File: src/rtl/super_pkg.sv
// Shared pipeline types: one-hot execution pipeline ids and the scoreboard entry layout.
package super_pkg;

    localparam int PL_W = 5;

    typedef logic [PL_W-1:0] pl_oh_t;

    localparam pl_oh_t PL_OH_ALU  = 5'b00001;
    localparam pl_oh_t PL_OH_LS   = 5'b00010;
    localparam pl_oh_t PL_OH_MULT = 5'b00100;
    localparam pl_oh_t PL_OH_JAL  = 5'b01000;
    localparam pl_oh_t PL_OH_JALR = 5'b10000;

    typedef struct packed {
        pl_oh_t      pl;
        logic [31:0] pc;
    } sbd_fifo_t;

    function automatic logic pl_is_onehot(input pl_oh_t pl);
        return $onehot(pl);
    endfunction

endpackage

File: src/rtl/sbd_cmt_ctrl_if.sv
// Issue, pipeline-completion and commit bundle of the commit scheduler.
// slave is the scheduler side, master is the surrounding pipeline side.
interface sbd_cmt_ctrl_if #(
    parameter int Depth = 8,
    parameter int CntW  = $clog2(Depth + 1)
) ();
    import super_pkg::*;

    logic [1:0]            issue_valid_i;
    sbd_fifo_t [1:0]       issue_entry_i;
    logic                  issue_ready_o;
    pl_oh_t                pl_done_i;
    pl_oh_t                pl_ack_o;
    logic                  cmt_hold_i;
    logic                  flush_i;
    logic [1:0]            cmt_valid_o;
    pl_oh_t                cmt_pl0_o;
    pl_oh_t                cmt_pl1_o;
    logic [31:0]           cmt_pc0_o;
    logic [31:0]           cmt_pc1_o;
    logic [CntW-1:0]       sbd_cnt_o;
    logic                  sbd_empty_o;

    modport slave (
        input  issue_valid_i, issue_entry_i, pl_done_i, cmt_hold_i, flush_i,
        output issue_ready_o, pl_ack_o, cmt_valid_o, cmt_pl0_o, cmt_pl1_o,
               cmt_pc0_o, cmt_pc1_o, sbd_cnt_o, sbd_empty_o
    );

    modport master (
        output issue_valid_i, issue_entry_i, pl_done_i, cmt_hold_i, flush_i,
        input  issue_ready_o, pl_ack_o, cmt_valid_o, cmt_pl0_o, cmt_pl1_o,
               cmt_pc0_o, cmt_pc1_o, sbd_cnt_o, sbd_empty_o
    );

endinterface

File: src/rtl/sbd_cmt_sel.sv
// Commit eligibility of the two oldest scoreboard entries and the resulting pipeline acks.
// Purely combinational; slot 1 never commits alone or on the same pipeline as slot 0.
module sbd_cmt_sel
    import super_pkg::*;
(
    input  logic       cnt_ge1_i,
    input  logic       cnt_ge2_i,
    input  pl_oh_t     head_pl_i,
    input  pl_oh_t     next_pl_i,
    input  pl_oh_t     pl_done_i,
    input  logic       hold_i,
    input  logic       flush_i,
    output logic [1:0] cmt_vld_o,
    output pl_oh_t     pl_ack_o
);

    logic c0;
    logic c1;

    assign c0 = cnt_ge1_i & (|(pl_done_i & head_pl_i)) & ~hold_i & ~flush_i;
    // A pipeline returns one result per cycle, so two heads on one pipeline retire serially.
    assign c1 = c0 & cnt_ge2_i & (|(pl_done_i & next_pl_i)) & (next_pl_i != head_pl_i);

    assign cmt_vld_o = {c1, c0};
    assign pl_ack_o  = (c0 ? head_pl_i : '0) | (c1 ? next_pl_i : '0);

endmodule

File: src/rtl/sbd_cmt_ctrl.sv
// In-order dual-issue / dual-commit scoreboard: a circular FIFO of issued entries retired
// as their pipelines report done. Commit outputs are combinational from done/hold/flush.
module sbd_cmt_ctrl
    import super_pkg::*;
#(
    parameter int Depth = 8,
    parameter int CntW  = $clog2(Depth + 1)
) (
    input  logic           clk_i,
    input  logic           rst_i,
    sbd_cmt_ctrl_if.slave  bus
);

    localparam int PtrW = $clog2(Depth);

    sbd_fifo_t       mem_q [Depth];
    logic [PtrW-1:0] wp_q, wp_d;
    logic [PtrW-1:0] rp_q, rp_d;
    logic [CntW-1:0] cnt_q, cnt_d;

    logic            issue_rdy;
    logic            issue_acc;
    logic [1:0]      nis;
    logic [1:0]      ncm;
    logic [1:0]      cmt_vld;
    pl_oh_t          ack;
    sbd_fifo_t       head;
    sbd_fifo_t       nxt;
    logic [PtrW-1:0] wp_nxt;
    logic [PtrW-1:0] rp_nxt;

    // Ready looks only at the registered count, so a same-cycle commit never frees a slot.
    assign issue_rdy = (cnt_q <= CntW'(Depth - 2));
    assign issue_acc = issue_rdy & ~bus.flush_i;
    assign nis       = issue_acc ? ({1'b0, bus.issue_valid_i[0]} + {1'b0, bus.issue_valid_i[1]})
                                 : 2'd0;

    assign wp_nxt = wp_q + PtrW'(1);
    assign rp_nxt = rp_q + PtrW'(1);
    assign head   = mem_q[rp_q];
    assign nxt    = mem_q[rp_nxt];

    sbd_cmt_sel u_sel (
        .cnt_ge1_i (cnt_q != '0),
        .cnt_ge2_i (cnt_q >= CntW'(2)),
        .head_pl_i (head.pl),
        .next_pl_i (nxt.pl),
        .pl_done_i (bus.pl_done_i),
        .hold_i    (bus.cmt_hold_i),
        .flush_i   (bus.flush_i),
        .cmt_vld_o (cmt_vld),
        .pl_ack_o  (ack)
    );

    assign ncm = {1'b0, cmt_vld[0]} + {1'b0, cmt_vld[1]};

    always_comb begin
        wp_d  = wp_q + PtrW'(nis);
        rp_d  = rp_q + PtrW'(ncm);
        cnt_d = cnt_q + CntW'(nis) - CntW'(ncm);
        if (bus.flush_i) begin
            wp_d  = '0;
            rp_d  = '0;
            cnt_d = '0;
        end
    end

    always_ff @(posedge clk_i or posedge rst_i) begin
        if (rst_i) begin
            wp_q  <= '0;
            rp_q  <= '0;
            cnt_q <= '0;
        end else begin
            wp_q  <= wp_d;
            rp_q  <= rp_d;
            cnt_q <= cnt_d;
        end
    end

    // Entry storage carries no reset; occupancy alone decides what is live.
    always_ff @(posedge clk_i) begin
        if (issue_acc && bus.issue_valid_i[0]) mem_q[wp_q]   <= bus.issue_entry_i[0];
        if (issue_acc && bus.issue_valid_i[1]) mem_q[wp_nxt] <= bus.issue_entry_i[1];
    end

    assign bus.issue_ready_o = issue_rdy;
    assign bus.cmt_valid_o   = cmt_vld;
    assign bus.pl_ack_o      = ack;
    assign bus.cmt_pl0_o     = cmt_vld[0] ? head.pl : '0;
    assign bus.cmt_pc0_o     = cmt_vld[0] ? head.pc : '0;
    assign bus.cmt_pl1_o     = cmt_vld[1] ? nxt.pl  : '0;
    assign bus.cmt_pc1_o     = cmt_vld[1] ? nxt.pc  : '0;
    assign bus.sbd_cnt_o     = cnt_q;
    assign bus.sbd_empty_o   = (cnt_q == '0);

`ifndef SYNTHESIS
    always_ff @(posedge clk_i) begin
        if (!rst_i) begin
            if (bus.issue_valid_i[0]) assert (pl_is_onehot(bus.issue_entry_i[0].pl));
            if (bus.issue_valid_i[1]) assert (pl_is_onehot(bus.issue_entry_i[1].pl));
            assert (bus.issue_valid_i != 2'b10);
            assert (!bus.issue_valid_i[0] || issue_rdy);
        end
    end
`endif

endmodule
File: src/flat_wrapper.sv
// flat-port wrapper written by rule: the top's interface ports become plain ports
module sbd_cmt_ctrl_flat import super_pkg::*;
#(
    parameter int Depth = 8,
    parameter int CntW  = $clog2(Depth + 1)
)
  (clk_i, rst_i, bus_issue_valid_i, bus_issue_entry_i, bus_pl_done_i, bus_cmt_hold_i, bus_flush_i, bus_issue_ready_o, bus_pl_ack_o, bus_cmt_valid_o, bus_cmt_pl0_o, bus_cmt_pl1_o, bus_cmt_pc0_o, bus_cmt_pc1_o, bus_sbd_cnt_o, bus_sbd_empty_o);
  sbd_cmt_ctrl_if #(.Depth(Depth), .CntW(CntW)) bus_i ();
  input  logic clk_i;
  input  logic rst_i;
  input wire logic [$bits(bus_i.issue_valid_i)-1:0] bus_issue_valid_i;
  input wire logic [$bits(bus_i.issue_entry_i)-1:0] bus_issue_entry_i;
  input wire logic [$bits(bus_i.pl_done_i)-1:0] bus_pl_done_i;
  input wire logic [$bits(bus_i.cmt_hold_i)-1:0] bus_cmt_hold_i;
  input wire logic [$bits(bus_i.flush_i)-1:0] bus_flush_i;
  output wire logic [$bits(bus_i.issue_ready_o)-1:0] bus_issue_ready_o;
  output wire logic [$bits(bus_i.pl_ack_o)-1:0] bus_pl_ack_o;
  output wire logic [$bits(bus_i.cmt_valid_o)-1:0] bus_cmt_valid_o;
  output wire logic [$bits(bus_i.cmt_pl0_o)-1:0] bus_cmt_pl0_o;
  output wire logic [$bits(bus_i.cmt_pl1_o)-1:0] bus_cmt_pl1_o;
  output wire logic [$bits(bus_i.cmt_pc0_o)-1:0] bus_cmt_pc0_o;
  output wire logic [$bits(bus_i.cmt_pc1_o)-1:0] bus_cmt_pc1_o;
  output wire logic [$bits(bus_i.sbd_cnt_o)-1:0] bus_sbd_cnt_o;
  output wire logic [$bits(bus_i.sbd_empty_o)-1:0] bus_sbd_empty_o;
  assign bus_i.issue_valid_i = bus_issue_valid_i;
  assign bus_i.issue_entry_i = bus_issue_entry_i;
  assign bus_i.pl_done_i = bus_pl_done_i;
  assign bus_i.cmt_hold_i = bus_cmt_hold_i;
  assign bus_i.flush_i = bus_flush_i;
  assign bus_issue_ready_o = bus_i.issue_ready_o;
  assign bus_pl_ack_o = bus_i.pl_ack_o;
  assign bus_cmt_valid_o = bus_i.cmt_valid_o;
  assign bus_cmt_pl0_o = bus_i.cmt_pl0_o;
  assign bus_cmt_pl1_o = bus_i.cmt_pl1_o;
  assign bus_cmt_pc0_o = bus_i.cmt_pc0_o;
  assign bus_cmt_pc1_o = bus_i.cmt_pc1_o;
  assign bus_sbd_cnt_o = bus_i.sbd_cnt_o;
  assign bus_sbd_empty_o = bus_i.sbd_empty_o;
  sbd_cmt_ctrl #(.Depth(Depth), .CntW(CntW)) u_core (.clk_i(clk_i), .rst_i(rst_i), .bus(bus_i));
endmodule
File: config.mk
export PLATFORM = sky130hd
export DESIGN_NAME = sbd_cmt_ctrl_flat
export DESIGN_NICKNAME = d
export VERILOG_FILES = /design/src/rtl/super_pkg.sv /design/src/rtl/sbd_cmt_ctrl_if.sv /design/src/rtl/sbd_cmt_sel.sv /design/src/rtl/sbd_cmt_ctrl.sv /design/src/flat_wrapper.sv
export SDC_FILE = /design/constraint.sdc
export NUM_CORES = 1
export LEC_CHECK = 0
export BUFFER_PORTS_ARGS = -buffer_cell sky130_fd_sc_hd__buf_2
export CAP_MARGIN = 5
export CORE_MARGIN = 2
export CORE_UTILIZATION = 48
export CTS_CLUSTER_DIAMETER = 30
export DETAILED_ROUTE_END_ITERATION = 7
export PLACE_DENSITY = 0.71
export SLEW_MARGIN = 15
export SYNTH_ARGS = -nofsm -noshare
export SYNTH_HDL_FRONTEND = slang
export SYNTH_SLANG_ARGS = --single-unit
File: constraint.sdc
create_clock -name clk_i -period 7.1 [get_ports clk_i]
set_input_delay 0 -clock clk_i [delete_from_list [all_inputs] [get_ports clk_i]]
set_output_delay 0 -clock clk_i [all_outputs]
set_load 0.005 [all_outputs]
==> impl_metrics.yaml <==
critical_path:
  crit_family: "compound AO/OA/AOI/OAI gates"
  ff2ff_path_depth: 15
  path_max_fanout: 40
  critPathLaunchType: "register"
  rr_endpoint: "u_core.bus.sbd_cnt_o[3]$_DFF_PP0_"
  rrSetupSlack_ns: 1.66
  required_ns: 7.54
  cp.depth: 15
  cp.arrival_ns: 5.88
  end_kind: "register"
  crit_type: "register to register"
  cp_slowest_stage_delay_ns: 0.95
  worst_path_max_delay_cell: "dfrtp_4"
  endpoint: "u_core.bus.sbd_cnt_o[3]$_DFF_PP0_"
  cp_num_buf_inv: 2
  r2r_start: "u_core.rp_q[1]$_DFF_PP0_"
  worstPathCellList: "buf_4, mux4_2, mux2_2, a22o_1, o21ai_4, nand3b_2, nor2_1, ha_1, fa_1, inv_1, ha_1, a21o_1, a21oi_1, xnor2_1, nor2_1"
  critPathLaunch: "u_core.rp_q[1]$_DFF_PP0_"
cts:
  cts_sinks: 306
  cts-hold-fix-buffers: 114
  cts_buffers: 70
  cts_buffer_depth: 3
  ctsResizeCount: 0
  clock_latency_ns: 0.57
  cts_tree: "built"
  htreeDepth: 3
  clk_pin_slew_ns: 0.05
  cts_root_buf: "clkbuf_16"
  postCtsSetupRepairBufs: 0
sta:
  drv_slew: 0
  max_clock_freq_ghz: 0.184
  skew_ns: 0.0130
  min_period_ns: 5.44
  tns_ns: 0
  rsz0062_at_grt: "no"
  tightest_slew_ns: 1.05
  hold_violations: 0
  slew-limit-headroom: 0.301
  worst_slack_ns: 1.66
  fin_crit_sh: 0.766
  setup_viol: 0
synthesis:
  synthArstFlopShare: 0.0327
  synth_nets: 1251
  ys.flop_type: "edfxtp_1"
  ys_ff_latch: 306
  synth_cell_type_count: 50
  syn_inst: 1150
  synth_seq_area_share: 0.490
  ys_warn_count: 0
  synth_area_per_cell_um2: 16.2
  synth_edf_count: 296
  synth_area_um2: 18700
floorplan:
  boundaryPins: 172
  dieHeight_um: 201
  rows: 72
  die_w_um: 201
  initial_core_util: 0.484
  die-area_um2: 40500
  core_area_um2: 38600
pwr:
  ir_drop_uv: 226
  pwr-share-seq: 0.298
  combPwrFrac: 0.299
  leakage_nw: 8.09
  p_total_mw: 7.56
  p_sw_frac: 0.298
  pwr-share-clk: 0.403
  power_density_nw_per_um2: 323
  p_switching_mw: 2.25
  p_int_mw: 5.31
routing:
  drcViolationCount: 0
  dr.first_iter.drc_count: 982
  dr_total_vias: 12400
  firstDrtPassIters: 5
  wl_per_cell_um: 26.6
  drt_wl_total_mm: 53.6
  viasPerCell: 6.15
  drtAntennaViolNets: 0
placement:
  place.gp.congestion: 0.805
  dp_hpwl_mm: 28.9
  dp_slack_ns: 1.62
  io_buffer_count: 171
  dpl-instance-area_um2: 20000
cells_and_area:
  final_cell_mix: "mux2_2, edfxtp_1, buf_2"
  layout_commonest_cell: "mux2_2"
  syn_to_final_growth_pct: 25.4
  drive_above_1_share: 0.526
  finalInstanceArea_um2: 23400
  final_nets: 1540
  fillers: 2941
worst_hold_path:
  hold_path_class: "input pin to register"
global_routing:
  gr-total-overflow: 0
  antenna_found_initial: 2
  grt_pass1_wl_mm: 81.1
  grt_max_degree: 57
  track_usage: 0.268
  grt_pass1_vias: 13500
status:
  outcome: "finished, final reports clean"
job:
  maxCapViolations: 0
[stage by stage]
step	std cells	utilization	hold WS, ns
floorplan	1150	-	-0.160
global placement	1771	0.519	0.0145
detailed placement	1771	0.519	0.00717
CTS	2012	0.607	0.0766
global route	2013	0.607	0.127
finish	2013	0.607	0.0997
[registers in the layout, indices dropped and copies added, names as in the netlist]
signal,flops
u_core.bus.sbd_cnt_o,4
u_core.wp_q,3
u_core.mem_q,296
u_core.rp_q,3
[cell usage after synthesis, types with 3 or more instances]
| library cell | count | area [µm²] |
|---|---|---|
| and3_1 | 3 | 18.8 |
| o21ai_0 | 3 | 15.0 |
| ha_1 | 12 | 150 |
| mux2_2 | 307 | 3460 |
| clkbuf_1 | 33 | 124 |
| xor2_1 | 9 | 78.8 |
| edfxtp_1 | 296 | 8890 |
| a21oi_1 | 4 | 20.0 |
| nand2b_1 | 5 | 31.3 |
| buf_6 | 8 | 90.1 |
| mux2i_1 | 85 | 851 |
| inv_1 | 22 | 82.6 |
| nand2_1 | 7 | 26.3 |
| o31ai_1 | 3 | 22.5 |
| mux4_1 | 4 | 105 |
| nor2_1 | 47 | 176 |
| dfrtp_1 | 10 | 250 |
| and2_1 | 4 | 25.0 |
| xnor2_1 | 9 | 78.8 |
| nor2b_1 | 7 | 43.8 |
| fa_1 | 4 | 80.1 |
| buf_2 | 27 | 135 |
| buf_1 | 16 | 60.1 |
| o21bai_1 | 3 | 22.5 |
| nor3_1 | 35 | 175 |
| mux4_2 | 146 | 3290 |
| nand3_1 | 6 | 30.0 |
| buf_4 | 7 | 52.6 |
[worst min-delay path by stage]
stage / from / to / slack, ns / depth (start not counted)
3_3_place_gp: rst_i / u_core.bus.sbd_cnt_o[2]$_DFF_PP0_ / 0.01 / 2
6_report: bus_issue_valid_i[1] / u_core.bus.sbd_cnt_o[0]$_DFF_PP0_ / 0.1 / 5
5_1_grt: bus_issue_valid_i[1] / u_core.wp_q[0]$_DFF_PP0_ / 0.13 / 5
4_1_cts: bus_issue_valid_i[1] / u_core.bus.sbd_cnt_o[0]$_DFF_PP0_ / 0.08 / 5
3_5_place_dp: rst_i / u_core.bus.sbd_cnt_o[1]$_DFF_PP0_ / 0.007 / 2
2_1_floorplan: rst_i / u_core.bus.sbd_cnt_o[0]$_DFF_PP0_ / -0.16 / 1
[worst reg2reg max path, delay by kind of cell (launching register included)]
| kind | cells | cell delay [ns] |
|---|---|---|
| DFF | 1 | 0.95 |
| and+or+nand+nor | 3 | 0.38 |
| adders and majority gates | 3 | 1.01 |
| muxes | 2 | 0.79 |
| xor gates and xnor gates | 1 | 0.13 |
| buffers and inverters | 2 | 0.85 |
| AOI/OAI and AO/OA | 4 | 1.19 |
[power groups by stage]
stage / combinational [mW] / clock, mW / sequential, mW
5_1_grt: 2.42 / 3.17 / 2.27
4_1_cts: 2.27 / 3.08 / 2.25
2_1_floorplan: 1.74 / 0 / 2.20
6_report: 2.26 / 3.05 / 2.25
3_5_place_dp: 2.19 / 0 / 2.28
3_3_place_gp: 2.16 / 0 / 2.28
[area by class of cell]
| cell class | instances | area, µm² | area share |
|---|---|---|---|
| diodes | 1 | 2.50 | 0.000107 |
| clock buffers | 82 | 1850 | 0.0790 |
| clock inverters | 45 | 394 | 0.0168 |
| inverters | 22 | 82.6 | 0.00353 |
| multi-input cells | 730 | 9110 | 0.389 |
| flip-flops and latches | 306 | 9150 | 0.391 |
| well taps | 518 | 648 | 0.0277 |
| repair buffers | 309 | 2180 | 0.0930 |
[cells by family (layout without fill, tap and decap cells)]
family                   count (synthesis)  in the layout  synth area share
multiplexers                           543            543             0.413
flip-flops                             306            306             0.490
AND/OR/NAND/NOR                        127            127            0.0343
buffers and inverters                  114            458            0.0302
AO/OA/AOI/OAI                           25             25            0.0110
XOR/XNOR                                19             19           0.00932
adder cells (fa/ha/maj)                 16             16            0.0123
other                                    0              1                 0
[routing by layer]
| layer | GRT usage | part of all wire |
|---|---|---|
| met1 | 0.334 | 0.39 |
| met5 | 0 | 0.00021 |
| met3 | 0.0509 | 0.070 |
| met4 | 0.0948 | 0.029 |
| met2 | 0.468 | 0.51 |
(Power assumes the default switching activity.)
